==> config.mk <==
export PLATFORM = sky130hd
export DESIGN_NAME = axi_lite_mbox_array
export DESIGN_NICKNAME = d
export VERILOG_FILES = /design/src/rtl/axi_lite_mbox_pkg.sv /design/src/rtl/axi_lite_mbox_chan.sv /design/src/rtl/axi_lite_mbox_array.sv
export SDC_FILE = /design/constraint.sdc
export NUM_CORES = 1
export LEC_CHECK = 0
export ABC_AREA = 1
export BUFFER_PORTS_ARGS = -buffer_cell sky130_fd_sc_hd__buf_2
export CAP_MARGIN = 20
export CORE_MARGIN = 4
export CORE_UTILIZATION = 35
export CTS_CLUSTER_DIAMETER = 50
export DETAILED_ROUTE_END_ITERATION = 10
export GPL_TIMING_DRIVEN = 0
export PLACE_DENSITY_LB_ADDON = 0.12
export SKIP_LAST_GASP = 1
export SLEW_MARGIN = 20
export SYNTH_ARGS = -nofsm -noshare
export SYNTH_HDL_FRONTEND = slang
export SYNTH_HIERARCHICAL = 1
export SYNTH_SLANG_ARGS = --single-unit
==> constraint.sdc <==
create_clock -name clk_i -period 5.9 [get_ports clk_i]
set_input_delay 1.18 -clock clk_i [delete_from_list [all_inputs] [get_ports clk_i]]
set_output_delay 1.18 -clock clk_i [all_outputs]
set_load 0.03 [all_outputs]
==> src/rtl/axi_lite_mbox_pkg.sv <==
// Shared definitions for the multi-channel AXI-Lite mailbox.
// Contents:
// - Register offsets within a channel.
// - STATUS and IRQ_PEND bit positions.
// - The per-channel address stride.
// - AXI-Lite response codes.
// - Default AXI-Lite request/response payload structs.
package axi_lite_mbox_pkg;

  localparam int unsigned AxiAddrW   = 32;
  localparam int unsigned AxiDataW   = 32;
  localparam int unsigned ChanStride = 'h20;

  // Register index within a channel (offset[4:2])
  localparam logic [2:0] RegData    = 3'd0;
  localparam logic [2:0] RegStatus  = 3'd1;
  localparam logic [2:0] RegThresh  = 3'd2;
  localparam logic [2:0] RegIrqEn   = 3'd3;
  localparam logic [2:0] RegIrqPend = 3'd4;
  localparam logic [2:0] RegCtrl    = 3'd5;
  localparam logic [2:0] RegCount   = 3'd6;

  localparam int unsigned StatusEmpty = 0;
  localparam int unsigned StatusFull  = 1;
  localparam int unsigned StatusLevel = 8;

  localparam int unsigned PendLevel = 0;
  localparam int unsigned PendErr   = 1;

  typedef enum logic [1:0] {
    RespOkay   = 2'b00,
    RespExOkay = 2'b01,
    RespSlvErr = 2'b10,
    RespDecErr = 2'b11
  } resp_e;

  typedef struct packed {
    logic [AxiAddrW-1:0] addr;
  } ax_chan_t;

  typedef struct packed {
    logic [AxiDataW-1:0] data;
    logic [3:0]          strb;
  } w_chan_t;

  typedef struct packed {
    logic [1:0] resp;
  } b_chan_t;

  typedef struct packed {
    logic [AxiDataW-1:0] data;
    logic [1:0]          resp;
  } r_chan_t;

  typedef struct packed {
    ax_chan_t aw;
    logic     aw_valid;
    w_chan_t  w;
    logic     w_valid;
    logic     b_ready;
    ax_chan_t ar;
    logic     ar_valid;
    logic     r_ready;
  } req_lite_t;

  typedef struct packed {
    logic    aw_ready;
    logic    ar_ready;
    logic    w_ready;
    logic    b_valid;
    b_chan_t b;
    logic    r_valid;
    r_chan_t r;
  } resp_lite_t;

  // Only STATUS is read-only; IRQ_PEND is W1C on its sticky bit.
  function automatic logic reg_is_ro(input logic [2:0] idx);
    return idx == RegStatus;
  endfunction

endpackage

==> src/rtl/axi_lite_mbox_chan.sv <==
// One mailbox channel: a word FIFO plus its THRESH, IRQ_EN and IRQ_PEND
// registers, flush control and interrupt generation.
// Ports:
//   clk, rst_n       clock, async active-low reset
//   push, pop        FIFO requests (ignored and flagged as an error when full/empty)
//   flush            empty the FIFO
//   wdata            write data for DATA, THRESH and IRQ_EN
//   thresh_we        THRESH load strobe
//   irq_en_we        IRQ_EN load strobe
//   pend_clr         clear the sticky error bit
//   head             word at the FIFO head
//   empty, full      FIFO state
//   level            number of words held
//   thresh, irq_en   register values
//   pend             {error, level > thresh}
//   irq              interrupt, level or edge mode
module axi_lite_mbox_chan
  import axi_lite_mbox_pkg::*;
#(
  parameter int unsigned Depth       = 8,
  parameter int unsigned LvlW        = $clog2(Depth + 1),
  parameter bit          IrqEdgeTrig = 1'b0
) (
  input  logic            clk,
  input  logic            rst_n,
  input  logic            push,
  input  logic            pop,
  input  logic            flush,
  input  logic [31:0]     wdata,
  input  logic            thresh_we,
  input  logic            irq_en_we,
  input  logic            pend_clr,
  output logic [31:0]     head,
  output logic            empty,
  output logic            full,
  output logic [LvlW-1:0] level,
  output logic [LvlW-1:0] thresh,
  output logic [1:0]      irq_en,
  output logic [1:0]      pend,
  output logic            irq
);

  localparam int unsigned PtrW = $clog2(Depth);

  logic [31:0]     mem [Depth];
  logic [PtrW-1:0] wr_ptr;
  logic [PtrW-1:0] rd_ptr;
  logic [LvlW-1:0] count;
  logic            err_q;
  logic            lvl_q;
  logic            do_push;
  logic            do_pop;
  logic            err_set;
  logic            irq_lvl;

  // Full/empty come from the registered count, so a same-cycle pop
  // never makes room for a push.
  assign empty   = (count == '0);
  assign full    = (count == LvlW'(Depth));
  assign do_push = push & ~full;
  assign do_pop  = pop & ~empty;
  assign err_set = (push & full) | (pop & empty);
  assign head    = mem[rd_ptr];
  assign level   = count;

  // Storage: no reset, contents are invalidated by the count
  always_ff @(posedge clk) begin
    if (do_push) begin
      mem[wr_ptr] <= wdata;
    end
  end

  // Pointers and level; flush wins over a same-cycle pop
  always_ff @(posedge clk or negedge rst_n) begin
    if (!rst_n) begin
      wr_ptr <= '0;
      rd_ptr <= '0;
      count  <= '0;
    end else if (flush) begin
      wr_ptr <= '0;
      rd_ptr <= '0;
      count  <= '0;
    end else begin
      if (do_push) wr_ptr <= wr_ptr + PtrW'(1);
      if (do_pop)  rd_ptr <= rd_ptr + PtrW'(1);
      case ({do_push, do_pop})
        2'b10:   count <= count + LvlW'(1);
        2'b01:   count <= count - LvlW'(1);
        default: count <= count;
      endcase
    end
  end

  // Config registers; a new error takes priority over a same-cycle W1C
  always_ff @(posedge clk or negedge rst_n) begin
    if (!rst_n) begin
      thresh <= '0;
      irq_en <= '0;
      err_q  <= 1'b0;
      lvl_q  <= 1'b0;
    end else begin
      if (thresh_we) thresh <= wdata[LvlW-1:0];
      if (irq_en_we) irq_en <= wdata[1:0];
      if (err_set)       err_q <= 1'b1;
      else if (pend_clr) err_q <= 1'b0;
      lvl_q <= irq_lvl;
    end
  end

  assign pend[PendLevel] = (count > thresh);
  assign pend[PendErr]   = err_q;
  assign irq_lvl         = |(pend & irq_en);
  assign irq             = IrqEdgeTrig ? (irq_lvl & ~lvl_q) : irq_lvl;

endmodule

==> src/rtl/axi_lite_mbox_array.sv <==
// Multi-channel AXI-Lite mailbox: NumChannels word FIFOs behind one slave port.
// Each channel occupies a 0x20-byte window starting at base_addr_i.
// Ports:
//   clk_i        clock
//   rst_ni       async active-low reset
//   base_addr_i  window base address
//   slv_req_i    AXI-Lite request
//   slv_resp_o   AXI-Lite response
//   irq_o        per-channel interrupt
module axi_lite_mbox_array #(
  parameter int unsigned NumChannels = 4,
  parameter int unsigned Depth       = 8,
  parameter bit          IrqEdgeTrig = 1'b0,
  parameter int unsigned AddrWidth   = 32,
  parameter int unsigned DataWidth   = 32,
  parameter type         req_lite_t  = axi_lite_mbox_pkg::req_lite_t,
  parameter type         resp_lite_t = axi_lite_mbox_pkg::resp_lite_t
) (
  input  logic                   clk_i,
  input  logic                   rst_ni,
  input  logic [AddrWidth-1:0]   base_addr_i,
  input  req_lite_t              slv_req_i,
  output resp_lite_t             slv_resp_o,
  output logic [NumChannels-1:0] irq_o
);

  import axi_lite_mbox_pkg::*;

  localparam int unsigned LvlW   = $clog2(Depth + 1);
  localparam int unsigned ChIdxW = (NumChannels > 1) ? $clog2(NumChannels) : 1;
  localparam logic [AddrWidth-1:0] WinSize = AddrWidth'(NumChannels * ChanStride);

  if (DataWidth != 32) begin : g_dw_check
    $fatal(1, "axi_lite_mbox_array: DataWidth must be 32");
  end
  if ((Depth < 2) || ((Depth & (Depth - 1)) != 0)) begin : g_depth_check
    $fatal(1, "axi_lite_mbox_array: Depth must be a power of two >= 2");
  end

  typedef enum logic {W_IDLE, W_BRESP} wstate_e;
  typedef enum logic {R_IDLE, R_RRESP} rstate_e;

  wstate_e w_state;
  rstate_e r_state;
  logic    w_rdy_q;
  logic    r_rdy_q;
  logic    b_valid_q;
  resp_e   b_resp_q;
  logic    r_valid_q;
  resp_e   r_resp_q;
  logic [31:0] r_data_q;

  logic w_accept;
  logic r_accept;

  logic [AddrWidth-1:0] aw_off;
  logic [AddrWidth-1:0] ar_off;
  logic [ChIdxW-1:0]    aw_ch;
  logic [ChIdxW-1:0]    ar_ch;
  logic [2:0]           aw_reg;
  logic [2:0]           ar_reg;
  logic                 aw_hit;
  logic                 ar_hit;

  resp_e       w_resp;
  resp_e       r_resp;
  logic [31:0] r_data;

  logic [NumChannels-1:0] push;
  logic [NumChannels-1:0] pop;
  logic [NumChannels-1:0] flush;
  logic [NumChannels-1:0] thresh_we;
  logic [NumChannels-1:0] irq_en_we;
  logic [NumChannels-1:0] pend_clr;
  logic [NumChannels-1:0] chan_empty;
  logic [NumChannels-1:0] chan_full;
  logic [31:0]            chan_head   [NumChannels];
  logic [LvlW-1:0]        chan_level  [NumChannels];
  logic [LvlW-1:0]        chan_thresh [NumChannels];
  logic [1:0]             chan_irq_en [NumChannels];
  logic [1:0]             chan_pend   [NumChannels];

  // Address decode; offsets below base wrap high and fall outside the window
  assign aw_off = AddrWidth'(slv_req_i.aw.addr) - base_addr_i;
  assign ar_off = AddrWidth'(slv_req_i.ar.addr) - base_addr_i;
  assign aw_ch  = aw_off[5 +: ChIdxW];
  assign ar_ch  = ar_off[5 +: ChIdxW];
  assign aw_reg = aw_off[4:2];
  assign ar_reg = ar_off[4:2];
  assign aw_hit = (aw_off < WinSize) && (aw_reg < RegCount);
  assign ar_hit = (ar_off < WinSize) && (ar_reg < RegCount);

  assign w_accept = w_rdy_q & slv_req_i.aw_valid & slv_req_i.w_valid;
  assign r_accept = r_rdy_q & slv_req_i.ar_valid;

  // Write decode: response code and per-channel strobes for the accept cycle
  always_comb begin
    w_resp    = RespOkay;
    push      = '0;
    flush     = '0;
    thresh_we = '0;
    irq_en_we = '0;
    pend_clr  = '0;
    if (!aw_hit) begin
      w_resp = RespDecErr;
    end else if (slv_req_i.w.strb != 4'hF) begin
      w_resp = RespSlvErr;
    end else if (reg_is_ro(aw_reg)) begin
      w_resp = RespSlvErr;
    end else begin
      case (aw_reg)
        RegData: begin
          if (chan_full[aw_ch]) w_resp = RespSlvErr;
          push[aw_ch] = w_accept;
        end
        RegThresh:  thresh_we[aw_ch] = w_accept;
        RegIrqEn:   irq_en_we[aw_ch] = w_accept;
        RegIrqPend: pend_clr[aw_ch]  = w_accept & slv_req_i.w.data[PendErr];
        RegCtrl:    flush[aw_ch]     = w_accept & slv_req_i.w.data[0];
        default:    w_resp = RespDecErr;
      endcase
    end
  end

  // Read decode: response code, read data and pop strobe for the accept cycle
  always_comb begin
    r_resp = RespOkay;
    r_data = '0;
    pop    = '0;
    if (!ar_hit) begin
      r_resp = RespDecErr;
    end else begin
      case (ar_reg)
        RegData: begin
          if (chan_empty[ar_ch]) r_resp = RespSlvErr;
          else                   r_data = chan_head[ar_ch];
          pop[ar_ch] = r_accept;
        end
        RegStatus: begin
          r_data[StatusLevel +: LvlW] = chan_level[ar_ch];
          r_data[StatusFull]          = chan_full[ar_ch];
          r_data[StatusEmpty]         = chan_empty[ar_ch];
        end
        RegThresh:  r_data = 32'(chan_thresh[ar_ch]);
        RegIrqEn:   r_data = 32'(chan_irq_en[ar_ch]);
        RegIrqPend: r_data = 32'(chan_pend[ar_ch]);
        RegCtrl:    r_data = '0;
        default:    r_resp = RespDecErr;
      endcase
    end
  end

  // Write handshake FSM: ready only while idle, one B outstanding
  always_ff @(posedge clk_i or negedge rst_ni) begin
    if (!rst_ni) begin
      w_state   <= W_IDLE;
      w_rdy_q   <= 1'b0;
      b_valid_q <= 1'b0;
      b_resp_q  <= RespOkay;
    end else begin
      case (w_state)
        W_IDLE: begin
          w_rdy_q <= 1'b1;
          if (w_accept) begin
            w_state   <= W_BRESP;
            w_rdy_q   <= 1'b0;
            b_valid_q <= 1'b1;
            b_resp_q  <= w_resp;
          end
        end
        W_BRESP: begin
          if (slv_req_i.b_ready) begin
            w_state   <= W_IDLE;
            w_rdy_q   <= 1'b1;
            b_valid_q <= 1'b0;
          end
        end
        default: w_state <= W_IDLE;
      endcase
    end
  end

  // Read handshake FSM: data captured at AR acceptance, held until rready
  always_ff @(posedge clk_i or negedge rst_ni) begin
    if (!rst_ni) begin
      r_state   <= R_IDLE;
      r_rdy_q   <= 1'b0;
      r_valid_q <= 1'b0;
      r_resp_q  <= RespOkay;
      r_data_q  <= '0;
    end else begin
      case (r_state)
        R_IDLE: begin
          r_rdy_q <= 1'b1;
          if (r_accept) begin
            r_state   <= R_RRESP;
            r_rdy_q   <= 1'b0;
            r_valid_q <= 1'b1;
            r_resp_q  <= r_resp;
            r_data_q  <= r_data;
          end
        end
        R_RRESP: begin
          if (slv_req_i.r_ready) begin
            r_state   <= R_IDLE;
            r_rdy_q   <= 1'b1;
            r_valid_q <= 1'b0;
          end
        end
        default: r_state <= R_IDLE;
      endcase
    end
  end

  always_comb begin
    slv_resp_o          = '0;
    slv_resp_o.aw_ready = w_rdy_q;
    slv_resp_o.w_ready  = w_rdy_q;
    slv_resp_o.b_valid  = b_valid_q;
    slv_resp_o.b.resp   = b_resp_q;
    slv_resp_o.ar_ready = r_rdy_q;
    slv_resp_o.r_valid  = r_valid_q;
    slv_resp_o.r.data   = r_data_q;
    slv_resp_o.r.resp   = r_resp_q;
  end

  for (genvar c = 0; c < NumChannels; c++) begin : g_chan
    axi_lite_mbox_chan #(
      .Depth       (Depth),
      .LvlW        (LvlW),
      .IrqEdgeTrig (IrqEdgeTrig)
    ) u_chan (
      .clk       (clk_i),
      .rst_n     (rst_ni),
      .push      (push[c]),
      .pop       (pop[c]),
      .flush     (flush[c]),
      .wdata     (slv_req_i.w.data),
      .thresh_we (thresh_we[c]),
      .irq_en_we (irq_en_we[c]),
      .pend_clr  (pend_clr[c]),
      .head      (chan_head[c]),
      .empty     (chan_empty[c]),
      .full      (chan_full[c]),
      .level     (chan_level[c]),
      .thresh    (chan_thresh[c]),
      .irq_en    (chan_irq_en[c]),
      .pend      (chan_pend[c]),
      .irq       (irq_o[c])
    );
  end

endmodule
==> results.py, run 1 <==
metrics = {
    "die": {
        "die_area_um2": 155800,
        "io_pins": 184,
        "fp.dieH_um": 394.7,
        "coreArea_um2": 148200,
        "die_w_um": 394.7,
        "start_util_pct": 35.32,
        "rows": 141,
    },
    "drt": {
        "drt_wl_total_um": 182800,
        "vias": 39050,
        "drc": 0,
        "routedWlPerCell_um": 24.08,
        "dr.pass1.iters": 6,
        "via_per_inst": 5.143,
        "ant_nets": 0,
        "drtIter0Drc": 3638,
    },
    "worst_setup_path": {
        "crit_type": "in2reg",
        "arrival_ns": 5.72,
        "rr_worst_depth": 15,
        "cp_max_fo": 17,
        "start_kind": "input pin",
        "required_ns": 6.37,
        "r2r_slack_ns": 2.13,
        "endpoint_kind": "flip-flop",
    },
    "finish": {
        "multiInputGateArea_um2": 16300,
        "drive_above_1_share_pct": 11.93,
        "syn_to_final_growth_pct": 17.29,
        "nNetsFinal": 5778,
        "nFillCells": 14440,
        "seq_area_um2": 33500,
        "utilization_pct": 41.43,
    },
    "clock_network": {
        "cts_root_buf": "clkbuf_16",
        "insertion_delay_ns": 0.77,
        "path_clk_slew_ns": 0.06,
        "cts_setup_buffers": 0,
        "hold_buffers": 0,
        "cts_sinks": 1134,
        "cts_buffers": 140,
        "cts_tree": "yes",
        "cts_resized": 0,
        "h-tree-depth": 4,
        "clockBufferDepth": 3,
    },
    "flow_run": {
        "maxCapViolations": 0,
    },
    "timing": {
        "fin_crit_sh_pct": 88.98,
        "final_max_slew_viol_count": 0,
        "slew_headroom_pct": 18.67,
        "worstMarginPinSlew_ns": 1.211,
        "tns_ns": 0,
        "rsz0062_at_grt": "no",
        "finClkSkew_ns": 0.02556,
        "setup_viol": 0,
        "hold_viol_final": 0,
        "period_needed_ns": 5.250,
        "fmax_ghz": 0.1905,
    },
    "placed_design": {
        "dp_hpwl_um": 129700,
        "portBuffers": 183,
        "place_congestion": 1.024,
    },
    "yosys": {
        "ys_ff_latch": 1134,
        "mappedNetlistNets": 5418,
        "synthTopCellsByArea": "edfxtp_1, nor2_1, nand2_1",
        "synth_cell_type_count": 49,
        "synth_top_flop_cell": "edfxtp_1",
        "yosys.area.top_type_share_pct": 58.74,
        "synth_area_leader_cell": "edfxtp_1",
        "synth-edff-count": 1024,
        "synth_async_sr_flop_share_pct": 9.700,
        "synthCells": 5187,
        "synth_area_per_cell_um2": 10.09,
        "syn_area_um2": 52350,
        "yosys_warnings": 6,
        "yosysSeqAreaShare_pct": 64.00,
    },
    "global_routing": {
        "antenna_found_initial": 8,
        "grt_pass1_wl_um": 262800,
        "track_usage_pct": 22.99,
        "overflow": 0,
        "grt_max_degree": 77,
        "grt_pass1_vias": 37810,
    },
    "pwr": {
        "power.leakage_nw": 23.38,
        "ir_drop_mv": 0.2230,
        "power_density_nw_per_um2": 306.4,
        "p_total_mw": 18.81,
    },
    "run_status": {
        "status": "finished clean",
    },
    "hold_path": {
        "hp-class": "in2async",
    },
}
-- synthesized netlist by cell type, types with 4 or more instances --
master    number
a211oi_1       8
a21oi_4        4
o22ai_1      128
a21oi_1       64
nand2_1      922
buf_2         65
o21bai_1       6
inv_1        404
nand4_1       33
nor3_1        17
buf_6         12
clkbuf_1     103
o21ai_1       88
a32oi_1        4
a31oi_1      153
clkbuf_2      13
ha_1          92
nand2_2       21
nand2_4        4
nor2_4         6
xor2_1        12
nand3b_1      18
inv_2         23
mux2_2         8
dfrtp_1      110
a22oi_1       30
buf_4         34
nor2_1      1139
nand3_1      107
edfxtp_1    1024
o221ai_1       4
o21ai_0      489
nand3_2       10
-- cells by family (layout without fill, tap and decap cells) --
group | after synthesis | in the layout | share of synthesized area [%]
compound gates | 983 | 983 | 10.45
xor+xnor | 15 | 15 | 0.2940
fa+ha+maj | 92 | 92 | 2.199
buf+inv | 658 | 1129 | 5.321
flops | 1134 | 1134 | 64.00
mux | 8 | 8 | 0.1721
other cells | 0 | 4 | 0
simple gates | 2297 | 2297 | 17.56
-- final cells by class --
cell class | instances | share of cell area [%]
inverter | 428 | 2.617
clock buffer | 179 | 6.112
antenna | 4 | 0.01630
tap | 1930 | 3.933
timing repair buffer | 218 | 2.918
sequential | 1134 | 54.57
buffer | 230 | 1.920
multi-input combinational | 3395 | 26.55
clock inverter | 74 | 1.374
-- sequential cells by signal, indices dropped and copies added (netlist names) --
| name | count |
|---|---|
| b_resp_q | 2 |
| b_valid_q | 1 |
| g_chan.u_chan/err_q | 4 |
| g_chan.u_chan/irq_en | 8 |
| g_chan.u_chan/level | 16 |
| g_chan.u_chan/mem | 1024 |
| g_chan.u_chan/rd_ptr | 12 |
| g_chan.u_chan/thresh | 16 |
| g_chan.u_chan/wr_ptr | 12 |
| r_data_q | 32 |
| r_rdy_q | 1 |
| r_resp_q | 2 |
| r_state | 1 |
| r_valid_q | 1 |
| w_rdy_q | 1 |
| w_state | 1 |
-- metrics by stage --
step | instances | worst slack, ns | area (um2) | hold WS (ns)
after floorplan | 5187 | 0.7082 | 52350 | 0.4407
after global placement | 7300 | -2.085 | 55680 | 0.4675
after detailed placement | 7334 | -0.07112 | 56770 | 0.4650
after CTS | 7587 | 0.7605 | 61370 | 0.2368
after global routing | 7588 | 0.3928 | 61390 | 0.2678
final | 7592 | 0.6503 | 61400 | 0.2903
-- final timing paths --
| check | from | end |
|---|---|---|
| setup / recovery | base_addr_i[22] | g_chan[0].u_chan/mem[2][20]$_DFFE_PP_ |
| hold / removal | rst_ni | r_data_q[0]$_DFFE_PN0P_ |
| setup reg to reg | r_rdy_q$_DFFE_PN0P_ | g_chan[0].u_chan/level[3]$_DFFE_PN0P_ |
| hold reg to reg | r_data_q[20]$_DFFE_PN0P_ | r_data_q[20]$_DFFE_PN0P_ |
| max in group asynchronous | rst_ni | b_resp_q[0]$_DFFE_PN0P_ |
| min in group clk_i | r_data_q[20]$_DFFE_PN0P_ | r_data_q[20]$_DFFE_PN0P_ |
-- critical path, cell delays in order --
cell     delay [ns]
buf_2          0.08
inv_1          0.08
ha_1           0.45
nand2_1        0.21
nor2_1         0.22
inv_1          0.06
nor3_1         0.36
and2_1         0.20
nand2_1        0.09
nand3_1        0.11
nand4_1        0.10
nor2_1         0.40
nand4_1        0.31
nor2_1         0.44
nand2_4        0.19
inv_2          0.12
nand2_1        0.23
nor2_4         0.60
buf_16         0.24
-- metal layers --
metal	track usage, %	share of wire [%]	up-vias
met2	38.31	47	1207
met4	7.615	3.3	4
li1	-	-	18570
met3	4.048	6.0	227
met5	0	0.016	-
met1	30.42	43	19040
-- report_power, final --
part / internal [mW] / leakage (nW) / total, mW / switching, mW
Combinational: 0.365 / 10.7 / 1.46 / 1.09
Sequential: 8.78 / 10.5 / 8.81 / 0.0296
Clock: 5.07 / 2.23 / 8.54 / 3.47
-- layout by cell type (no fill, tap or decap), types with 33 or more instances in the layout --
cell / count
nor2_4: 38
nand3_1: 107
buf_2: 247
clkbuf_16: 142
inv_1: 404
nand4_1: 33
a21oi_1: 64
nor2_1: 1107
a31oi_1: 153
buf_4: 34
o21ai_0: 489
clkbuf_1: 134
o22ai_1: 128
nand2_1: 922
dfrtp_1: 110
o21ai_1: 88
ha_1: 92
edfxtp_1: 1024
(Power assumes the default switching activity.)
==> run 2, diff against run 1 <==
Settings changed: CTS_BUF_LIST set to sky130_fd_sc_hd__clkbuf_16.
Clock period 5.9 ns to 5.3 ns, I/O delays scaled along.
==> run 2 against run 1 <==
Sequential cell count did not move. Sequential power rose by 11%. Sequential share of layout area fell by 0.21 points. Register-to-register slack got worse by 0.59 ns. Clock skew rose by 0.0035 ns. Cell count rose by 0.24%. Via count rose by 0.35%. Core utilization rose by 0.16 points. Global-route usage barely moved. Critical path type unchanged. Clock power rose by 9.7%.
==> results.py, run 2 (synthesis results as in run 1) <==
metrics = {
    "run_status": {
        "status": "finished clean",
    },
    "finish": {
        "seq_area_um2": 33500,
        "largest_register_ffs": 1024,
        "regMostFlops": "g_chan.u_chan/mem",
        "multiInputGateArea_um2": 16300,
        "fin_cells": 7610,
        "reg_top3": "g_chan.u_chan/mem: 1024 flops, r_data_q: 32 flops",
        "nNetsFinal": 5798,
        "most-common-layout-cells": "nor2_1, edfxtp_1, nand2_1",
        "drive_above_1_share_pct": 12.13,
        "utilization_pct": 41.59,
        "syn_to_final_growth_pct": 17.74,
        "nFillCells": 14420,
        "mostFrequentLayoutCell": "nor2_1",
    },
    "global_routing": {
        "grt_max_degree": 77,
        "overflow": 0,
        "grt_pass1_wl_um": 262800,
        "grt_pass1_vias": 37800,
        "track_usage_pct": 22.99,
        "antenna_found_initial": 9,
    },
    "pwr": {
        "power.leakage_nw": 23.60,
        "switching_share_pct": 24.61,
        "ir_drop_mv": 0.2671,
        "pwr-share-comb_pct": 7.8,
        "p_clk_share_pct": 45.0,
        "p_int_mw": 15.68,
        "p_switching_mw": 5.120,
        "power_density_nw_per_um2": 337.5,
        "seq_power_share_pct": 47.2,
    },
    "timing": {
        "tns_ns": 0,
        "period_needed_ns": 5.017,
        "finClkSkew_ns": 0.02905,
        "worstMarginPinSlew_ns": 1.244,
        "final_max_slew_viol_count": 0,
        "whs_ns": 0.1679,
        "rsz0062_at_grt": "yes",
        "slew_headroom_pct": 16.44,
        "fmax_ghz": 0.1993,
        "setup_viol": 0,
        "hold_viol_final": 0,
        "fin_crit_sh_pct": 94.66,
    },
    "clock_network": {
        "cts_buffers": 140,
        "cts_root_buf": "clkbuf_16",
        "cts_resized": 0,
        "path_clk_slew_ns": 0.06,
        "insertion_delay_ns": 0.77,
        "cts_sinks": 1134,
        "clockBufferDepth": 3,
        "h-tree-depth": 4,
        "cts_tree": "yes",
    },
    "drt": {
        "vias": 39190,
        "via_per_inst": 5.149,
        "drt_wl_total_um": 183100,
        "routedWlPerCell_um": 24.07,
        "dr.pass1.iters": 8,
        "drc": 0,
        "drtIter0Drc": 3713,
        "ant_nets": 0,
    },
    "die": {
        "fp.dieH_um": 394.7,
        "start_util_pct": 35.32,
        "die_w_um": 394.7,
        "die_area_um2": 155800,
        "coreArea_um2": 148200,
        "rows": 141,
        "io_pins": 184,
    },
    "flow_run": {
        "maxCapViolations": 0,
    },
    "worst_setup_path": {
        "crit_type": "in2reg",
        "endpoint_kind": "flip-flop",
        "r2r_slack_ns": 1.54,
        "start_kind": "input pin",
        "arrival_ns": 5.66,
        "cp_max_fo": 5,
        "required_ns": 5.95,
    },
    "placed_design": {
        "place_congestion": 1.024,
        "dp_hpwl_um": 129700,
        "portBuffers": 183,
        "post-place-cells": 7334,
    },
    "hold_path": {
        "hp-class": "in2async",
    },
}
[run 2: layout make-up]
cell class | count | share of cell area [%]
tap | 1930 | 3.918
inverter | 428 | 2.607
multi-input combinational | 3395 | 26.44
clock inverter | 111 | 1.594
antenna | 2 | 0.008120
sequential | 1134 | 54.36
timing repair buffer | 238 | 3.394
buffer | 230 | 1.912
clock buffer | 142 | 5.765
[run 2: power by group through the flow]
stage / clock [mW] / sequential, mW / combinational [mW]
finish: 9.37 / 9.81 / 1.63
floorplan: 0 / 9.97 / 0.864
global route: 9.96 / 9.80 / 1.77
global placement: 0 / 9.99 / 1.59
detailed placement: 0 / 9.99 / 1.59
CTS: 9.56 / 9.81 / 1.60
[run 2: metal layers]
layer | GRT usage [%] | part of all wire, %
met1 | 30.43 | 43
met2 | 38.35 | 48
met3 | 4.048 | 5.9
met4 | 7.489 | 3.2
met5 | 0 | 0.016
[run 2: through the flow]
step | power [mW] | worst slack, ns | instance area [um2]
after floorplan | 10.83 | 0.2282 | 52350
after global placement | 11.58 | -2.565 | 55680
after detailed placement | 11.58 | -0.5511 | 56770
after CTS | 20.97 | 0.2805 | 61310
after global routing | 21.53 | -0.02635 | 61630
final | 20.80 | 0.2832 | 61630
[run 2: critical path: stages]
cell	delay, ns
buf_2	0.08
inv_1	0.06
ha_1	0.37
nand2_1	0.09
nand2_1	0.07
inv_1	0.07
nand2_1	0.11
nand2_1	0.08
nand2_1	0.18
nor2_1	0.16
inv_1	0.14
nor2_1	0.15
inv_1	0.10
nor3_1	0.70
nand4_1	0.56
nor2_1	0.22
inv_1	0.15
a21oi_4	0.31
nand2_2	0.16
inv_1	0.08
ha_1	0.24
inv_1	0.10
nor2_1	0.05
nor2_1	0.12
nand3_1	0.09
nand3_1	0.10
nand2_1	0.05
[run 2: what timing repair did]
action	4_1_cts	5_1_grt
setup buffers	0	20
hold endpoints to repair	0	0
endpoints found under the setup margin	0	245
hold buffers	0	0
[run 2: final timing paths]
check	startpoint	endpoint	cells after the start
max in group asynchronous	rst_ni	b_resp_q[0]$_DFFE_PN0P_	2
worst min register to register	r_data_q[16]$_DFFE_PN0P_	r_data_q[16]$_DFFE_PN0P_	2
min in group clk_i	r_data_q[16]$_DFFE_PN0P_	r_data_q[16]$_DFFE_PN0P_	2
worst max register to register	r_rdy_q$_DFFE_PN0P_	g_chan[0].u_chan/level[3]$_DFFE_PN0P_	15
worst max-delay path	base_addr_i[2]	g_chan[0].u_chan/level[3]$_DFFE_PN0P_	27
worst min-delay path	rst_ni	r_data_q[0]$_DFFE_PN0P_	1
